File: config.mk
export PLATFORM = sky130hd
export DESIGN_NAME = liteeth_sram_fifo_ctrl
export DESIGN_NICKNAME = d
export VERILOG_FILES = /design/src/rtl/liteeth_sram_fifo_ctrl.sv
export SDC_FILE = /design/constraint.sdc
export NUM_CORES = 1
export LEC_CHECK = 0
export CAP_MARGIN = 0
export CORE_ASPECT_RATIO = 1.2
export CORE_MARGIN = 2
export CORE_UTILIZATION = 46
export DETAILED_ROUTE_END_ITERATION = 8
export GPL_TIMING_DRIVEN = 0
export MAX_ROUTING_LAYER = met4
export PLACE_DENSITY_LB_ADDON = 0.2
export SKIP_CTS_REPAIR_TIMING = 1
export SLEW_MARGIN = 25
export SYNTH_ARGS = -nofsm -noshare
export SYNTH_HDL_FRONTEND = slang
export SYNTH_SLANG_ARGS = --single-unit
File: constraint.sdc
create_clock -name clk -period 4.05 [get_ports clk]
set_clock_uncertainty 0.2 [all_clocks]
set_input_delay 0.81 -clock clk [delete_from_list [all_inputs] [get_ports clk]]
set_output_delay 0.81 -clock clk [all_outputs]
set_load 0.1 [all_outputs]
File: src/rtl/liteeth_sram_fifo_ctrl.sv
// liteeth_sram_fifo_ctrl: stream FIFO built around a 1W/1R SRAM macro.
// Write port 0 stores accepted sink words (byte-masked). Read port 0 prefetches into a
// two-entry output buffer so the source side can stream one word per cycle.
// Optional feature macro: LITEETH_SRAM_FIFO_WATERMARK_EN adds the level_max output.
module liteeth_sram_fifo_ctrl #(
    parameter int unsigned BITS       = 32,
    parameter int unsigned WORD_DEPTH = 384,
    parameter int unsigned ADDR_WIDTH = 9,
    parameter int unsigned NUM_BYTES  = 4
) (
    input  logic                  clk,
    input  logic                  rst,
    input  logic                  sink_valid,
    output logic                  sink_ready,
    input  logic [BITS-1:0]       sink_data,
    input  logic [NUM_BYTES-1:0]  sink_be,
    output logic                  source_valid,
    input  logic                  source_ready,
    output logic [BITS-1:0]       source_data,
    output logic [9:0]            level,
    output logic                  csb0,
    output logic                  web0,
    output logic [NUM_BYTES-1:0]  wmask0,
    output logic [ADDR_WIDTH-1:0] addr0,
    output logic [BITS-1:0]       din0,
    output logic                  csb1,
    output logic [ADDR_WIDTH-1:0] addr1,
    input  logic [BITS-1:0]       dout1
`ifdef LITEETH_SRAM_FIFO_WATERMARK_EN
    ,
    output logic [9:0]            level_max
`endif
);

    localparam int unsigned LevelW = 10;
    localparam logic [LevelW-1:0]     DepthL  = LevelW'(WORD_DEPTH);
    localparam logic [ADDR_WIDTH-1:0] LastPtr = ADDR_WIDTH'(WORD_DEPTH - 1);

    logic [ADDR_WIDTH-1:0] wr_ptr_q, wr_ptr_d;
    logic [ADDR_WIDTH-1:0] rd_ptr_q, rd_ptr_d;
    logic [LevelW-1:0]     level_q, level_d;
    // Words written to the SRAM but not yet read-issued.
    logic [LevelW-1:0]     unread_q, unread_d;
    logic                  inflight_q, inflight_d;
    logic [1:0]            occ_q, occ_d;
    logic [BITS-1:0]       buf0_q, buf0_d;
    logic [BITS-1:0]       buf1_q, buf1_d;

    logic       wr_en;
    logic       rd_en;
    logic       pop;
    logic [1:0] used;

    // Handshakes, SRAM port drive and read-issue decision.
    always_comb begin
        sink_ready   = ~rst & (level_q != DepthL);
        wr_en        = sink_valid & sink_ready & (|sink_be);
        source_valid = ~rst & (occ_q != 2'd0);
        pop          = source_valid & source_ready;
        used         = occ_q + {1'b0, inflight_q};
        // A pop this cycle frees a buffer slot, so a read may issue even with two slots
        // committed; this is what sustains one word per cycle.
        rd_en        = ~rst & (unread_q != '0) & ((used < 2'd2) | pop);

        csb0         = ~wr_en;
        web0         = ~wr_en;
        wmask0       = wr_en ? sink_be : '0;
        addr0        = wr_ptr_q;
        din0         = sink_data;
        csb1         = ~rd_en;
        addr1        = rd_ptr_q;
        source_data  = buf0_q;
        level        = level_q;
    end

    // Next-state for pointers, counters and the output buffer.
    always_comb begin
        wr_ptr_d = wr_ptr_q;
        if (wr_en) begin
            wr_ptr_d = (wr_ptr_q == LastPtr) ? '0 : wr_ptr_q + ADDR_WIDTH'(1);
        end
        rd_ptr_d = rd_ptr_q;
        if (rd_en) begin
            rd_ptr_d = (rd_ptr_q == LastPtr) ? '0 : rd_ptr_q + ADDR_WIDTH'(1);
        end

        level_d    = level_q + LevelW'(wr_en) - LevelW'(pop);
        unread_d   = unread_q + LevelW'(wr_en) - LevelW'(rd_en);
        inflight_d = rd_en;

        occ_d  = occ_q;
        buf0_d = buf0_q;
        buf1_d = buf1_q;
        if (pop) begin
            buf0_d = buf1_q;
            occ_d  = occ_q - 2'd1;
        end
        // Read data from last cycle's issue lands in the first free slot.
        if (inflight_q) begin
            if (occ_d == 2'd0) begin
                buf0_d = dout1;
            end else begin
                buf1_d = dout1;
            end
            occ_d = occ_d + 2'd1;
        end
    end

    // State registers with synchronous reset; buffered and in-flight words are discarded.
    always_ff @(posedge clk) begin
        if (rst) begin
            wr_ptr_q   <= '0;
            rd_ptr_q   <= '0;
            level_q    <= '0;
            unread_q   <= '0;
            inflight_q <= 1'b0;
            occ_q      <= 2'd0;
            buf0_q     <= '0;
            buf1_q     <= '0;
        end else begin
            wr_ptr_q   <= wr_ptr_d;
            rd_ptr_q   <= rd_ptr_d;
            level_q    <= level_d;
            unread_q   <= unread_d;
            inflight_q <= inflight_d;
            occ_q      <= occ_d;
            buf0_q     <= buf0_d;
            buf1_q     <= buf1_d;
        end
    end

`ifdef LITEETH_SRAM_FIFO_WATERMARK_EN
    logic [LevelW-1:0] level_max_q, level_max_d;

    // Peak level tracker; bounded by the FIFO depth, so it saturates naturally.
    always_comb begin
        level_max_d = (level_d > level_max_q) ? level_d : level_max_q;
        level_max   = level_max_q;
    end

    // Peak level register.
    always_ff @(posedge clk) begin
        if (rst) begin
            level_max_q <= '0;
        end else begin
            level_max_q <= level_max_d;
        end
    end
`else
    // Watermark tracking not built.
`endif

endmodule
# Yosys cells after proc, flatten, opt, wreduce, memory -nomap -nowiden
# Cells that the tools add are included.
[op_classes]
addsub = 9
multipliers = 0
n_div = 0
magnitude_cmp = 1
n_eq_ne = 3
n_shift = 0
mux = 8
bitwise_logic = 12
n_reduce_logical = 5
[ops]
columns = ["operator", "count"]
rows = [
  ["$mux 32", 3],
  ["$add 10x1->10", 2],
  ["$sub 10x1->10", 2],
  ["$add 9x1->9 const B", 2],
  ["$eq 9x9->1 const B", 2],
  ["$mux 9", 2],
  ["$ne 10x9->1 const B", 1],
  ["$reduce_bool 10->1", 1],
  ["$and 1x1->1", 7],
  ["$mux 2", 2],
  ["$mux 4", 1],
  ["$not 1->1", 4],
  ["$reduce_or 4->1", 1],
  ["$add 2x1->2", 1],
  ["$add 2x1->2 const B", 1],
  ["$logic_not 2->1", 1],
  ["$lt 2x2->1 const B", 1],
  ["$reduce_and 2->1", 1],
  ["$reduce_bool 2->1", 1],
  ["$sub 2x1->2 const B", 1],
  ["$or 1x1->1", 1],
]
[totals]
ff_bits = 105
latch_bits = 0
ramBits = 0
rom_bits = 0
input_bits = 72
out_inout_bits = 101
word_cells = 46
mem_count = 0

# Longest topological paths before layout
[logic_depth]
ltp_word = 7
mapped_depth = 17
depth_no_buf = 16

# Worst setup path after synthesis
# No wires, ideal clock.
[synth_timing]
path_kind = "register to output"
from = "register level_q[2] (netlist: level[2])"
to = "output wmask0[0]"
arrival_ns = 4.006
t_required_ns = 3.040
setup_slack_ns = -0.966
stages_incl_launch_ff = 7
path_buffers = 0
path_cell_list = "dfxtp_1 -> inv_1 -> ha_1 -> and4b_1 -> and3_1 -> nor2_1 -> and3_1"
[synth_between]
elab_chain_len = 5
[synth_lines]
columns = ["element", "line", "text"]
rows = [
  ["start: declaration", "41", "logic [LevelW-1:0] level_q, level_d;"],
  ["start signal: assignment", "123", "level_q <= level_d;"],
  ["$ne 10x9->1", "56", "sink_ready = ~rst & (level_q != DepthL);"],
  ["$and 1x1->1", "56", ""],
  ["net sink_ready", "14", "output logic sink_ready,"],
  ["$and 1x1->1 (2 in a row)", "57", "wr_en = sink_valid & sink_ready & (|sink_be);"],
  ["$mux 4", "67", "wmask0 = wr_en ? sink_be : '0;"],
  ["end: declaration", "23", "output logic [NUM_BYTES-1:0] wmask0,"],
]
# The timed path passes the listed nets, and every way through them passes these cells.

# Worst setup path after layout
[layout_timing]
from = "input sink_be[0]"
to = "output csb0"
[layout_between]
elab_chain_len = 3
[layout_lines]
columns = ["element", "line", "text"]
rows = [
  ["start: declaration", "16", "input logic [NUM_BYTES-1:0] sink_be,"],
  ["$reduce_or 4->1", "57", ""],
  ["$and 1x1->1", "57", ""],
  ["$not 1->1", "65", "csb0 = ~wr_en;"],
  ["end: declaration", "21", "output logic csb0,"],
]
# Every way passes these cells.

==> flow_summary_export.csv <==
group,metric,value,unit
cts,cts_buffers,9,
synthesis,syn_inst,613,
worst_setup_path,crit_type,"input port to primary output",
timing,drv_slew,0,
cts,cts.clk_slew.worst_paths,0.07,ns
cts,cts_tree,"yes",
synthesis,seq_area_frac_synth,39.9,%
final_layout,insertedDiodeCount,0,
synthesis,synth_nets,718,
timing,worst_pin_slew,1.03,ns
worst_setup_path,crit_start,"sink_be[0]",
hold_path,hp-start,"buf1_q[2]$_SDFFE_PP0P_",
die,core,0.0111,sq mm
worst_setup_path,startpoint_type,"input port",
die,die_w,102,um
timing,slew_headroom,31.0,%
worst_setup_path,worstPathMaxFanout,4,
die,num_rows,42,
route,first_iter_violations,162,
timing,fin_crit_sh,97.3,%
placement,detailed_place_hpwl,9950,um
cts,clk_latency,0.35,ns
run_status,status,"finished clean",
grt,antenna_found_initial,0,
route,num_vias,4797,
placement,gp_congestion,0.888,
synthesis,yosysWarnings,0,
synthesis,synth-edff-count,0,
die,die_area,0.0123,sq mm
route,wirelength,13400,um
route,drtPass1Iterations,4,
worst_setup_path,worstPathArrival,2.93,ns
synthesis,async_reset_ff_share,0,%
grt,grt_usage,22.1,%
hold_path,hold_class,"flop to flop",
final_layout,syn_to_final_growth,37.5,%
worst_setup_path,reg2reg_to,"unread_q[8]$_SDFF_PP0_",
grt,grt-ovfl-total,0,
timing,fin_ws,0.108,ns
worst_setup_path,rr_worst_depth,16,
die,die_y,121,um
timing,fmax,254,MHz
final_layout,final_layout_size_suffix_gt1_share,11.3,%
grt,grt_max_degree,19,
synthesis,syn_area_per_cell,8.60,sq um
grt,first_global_vias,4718,
cts,htreeDepth,3,
final_layout,final_nets,870,
worst_setup_path,crit_path_end_kind,"primary output",
placement,pre_cts_slack,-0.812,ns
die,num_io_pins,173,
worst_setup_path,cp-endpoint,"csb0",
worst_setup_path,regToRegStartpoint,"occ_q[0]$_SDFF_PP0_",
placement,io_buffer_count,139,
route,drc,0,
cts,cts.sinks,105,
synthesis,synth-seq-cells,105,
route,wl_per_cell,14.5,um
die,start_util,47.6,%
timing,finalSetupViolCount,0,
worst_setup_path,rrSetupSlack,0.38,ns
synthesis,synth.distinct_cells,51,
synthesis,syn-cell-area,0.00527,sq mm
timing,rsz0062_at_grt,"no",
route,viasPerCell,5.19,
route,ant_nets,0,
cts,root_buffer,"clkbuf_16",
timing,finalHoldViolations,0,
worst_setup_path,required,3.04,ns
timing,fin_crit,3.94,ns
synthesis,ys_dominant_reg_cell,"dfxtp_1",
grt,grt_first_pass_wirelength,21400,um
run,drv_cap,0,
cts,clockBufferDepth,2,
==> synthesized netlist by cell type, types with 2 or more instances <==
master / instances / share of area [%]
a21boi_0: 2 / 0.28
a211oi_1: 33 / 4.7
a21o_1: 2 / 0.28
fa_1: 2 / 0.76
buf_1: 4 / 0.28
nor4b_1: 4 / 0.66
a31oi_1: 2 / 0.24
nor2b_1: 10 / 1.2
or3_1: 5 / 0.59
buf_2: 5 / 0.47
ha_1: 31 / 7.4
o31ai_1: 4 / 0.57
nand2b_1: 3 / 0.36
nand2_1: 78 / 5.6
o21bai_1: 3 / 0.43
mux2_2: 2 / 0.43
a221oi_1: 3 / 0.50
nor3_1: 2 / 0.19
inv_1: 31 / 2.2
buf_4: 36 / 5.1
and3_1: 8 / 0.95
nor2_1: 72 / 5.1
nand3_1: 6 / 0.57
o41ai_1: 3 / 0.50
o21ai_0: 6 / 0.57
or4_1: 3 / 0.43
xor2_1: 15 / 2.5
mux2i_1: 33 / 6.3
and3b_1: 2 / 0.33
xnor2_1: 8 / 1.3
a21oi_1: 48 / 4.6
clkbuf_1: 20 / 1.4
dfxtp_1: 105 / 40
nand4_1: 5 / 0.59
==> layout by cell type, fill, tap and decap left out, types with 8 or more instances in the layout <==
cell,instances
clkdlybuf4s50_1,134
a211oi_1,33
ha_1,31
mux2i_1,33
dfxtp_1,96
clkbuf_1,20
inv_1,31
xor2_1,15
buf_4,40
nor2_1,70
nand2_1,78
a21oi_1,48
xnor2_1,8
nor2b_1,10
clkbuf_16,9
dfxtp_2,9
==> worst max-delay path, stage by stage <==
cell             delay, ns
clkdlybuf4s50_1       0.46
o41ai_4               0.44
a311oi_2              0.11
buf_4                 0.18
buf_4                 0.13
inv_1                 0.06
dlymetal6s2s_1        0.74
==> logic make-up (layout without fill, tap and decap cells) <==
logic type               Yosys count  after routing  share of synthesized area (%)
AO/OA/AOI/OAI                    114            114                           14.0
XOR/XNOR                          23             23                           3.82
adder cells (fa/ha/maj)           33             33                           8.11
buffers and inverters             96            253                           9.51
flip-flops                       105            105                           39.9
multiplexers                      35             35                           6.69
AND/OR/NAND/NOR                  207            207                           18.0
==> per-stage QoR <==
stage	std cells	area, sq um	hold slack [ns]	TNS (ns)	utilization (%)
after floorplan	613	5290	0.236	0	-
after global placement	906	6880	0.241	-3.34	62.0
after detailed placement	906	6880	0.250	-4.26	62.0
after CTS	922	7160	0.261	-2.41	64.5
after global routing	924	7250	0.278	0	65.4
final	924	7250	0.259	0	65.4
==> layer usage <==
layer  GRT usage [%]  vias to the layer above  wire length [um]
met1            25.7                     2282              5690
met5               -                        -                 0
met4            7.85                        0               259
met2            37.5                      132              6810
li1                -                     2363                 -
met3            4.84                       20               664
==> flip-flops by register name, indices dropped and copies added, names as in the netlist <==
signal,cells
buf1_q,32
source_data,32
level,10
unread_q,10
addr0,9
addr1,9
occ_q,2
inflight_q,1
==> area by class of cell <==
cell class / instances / area, sq um
Buffer: 64 / 383
Clock buffer: 9 / 225
Sequential cell: 105 / 2110
Clock inverter: 7 / 55.1
Inverter: 31 / 116
Timing Repair Buffer: 142 / 1420
Tap cell: 154 / 193
Multi-Input combinational cell: 412 / 2750
Fill cell: 924 / 3840
==> how the worst min path moves through the flow <==
stage                                   end  slack (ns)  depth (start not counted)
finish               buf1_q[2]$_SDFFE_PP0P_        0.26                          2
CTS                 buf1_q[26]$_SDFFE_PP0P_        0.26                          2
floorplan            buf1_q[0]$_SDFFE_PP0P_        0.24                          2
detailed placement  buf1_q[26]$_SDFFE_PP0P_        0.25                          2
global route        buf1_q[16]$_SDFFE_PP0P_        0.28                          2
global placement    buf1_q[18]$_SDFFE_PP0P_        0.24                          2
Power is not shown: default switching activity piles up to over one toggle a cycle in this logic, so the estimate is an artifact.
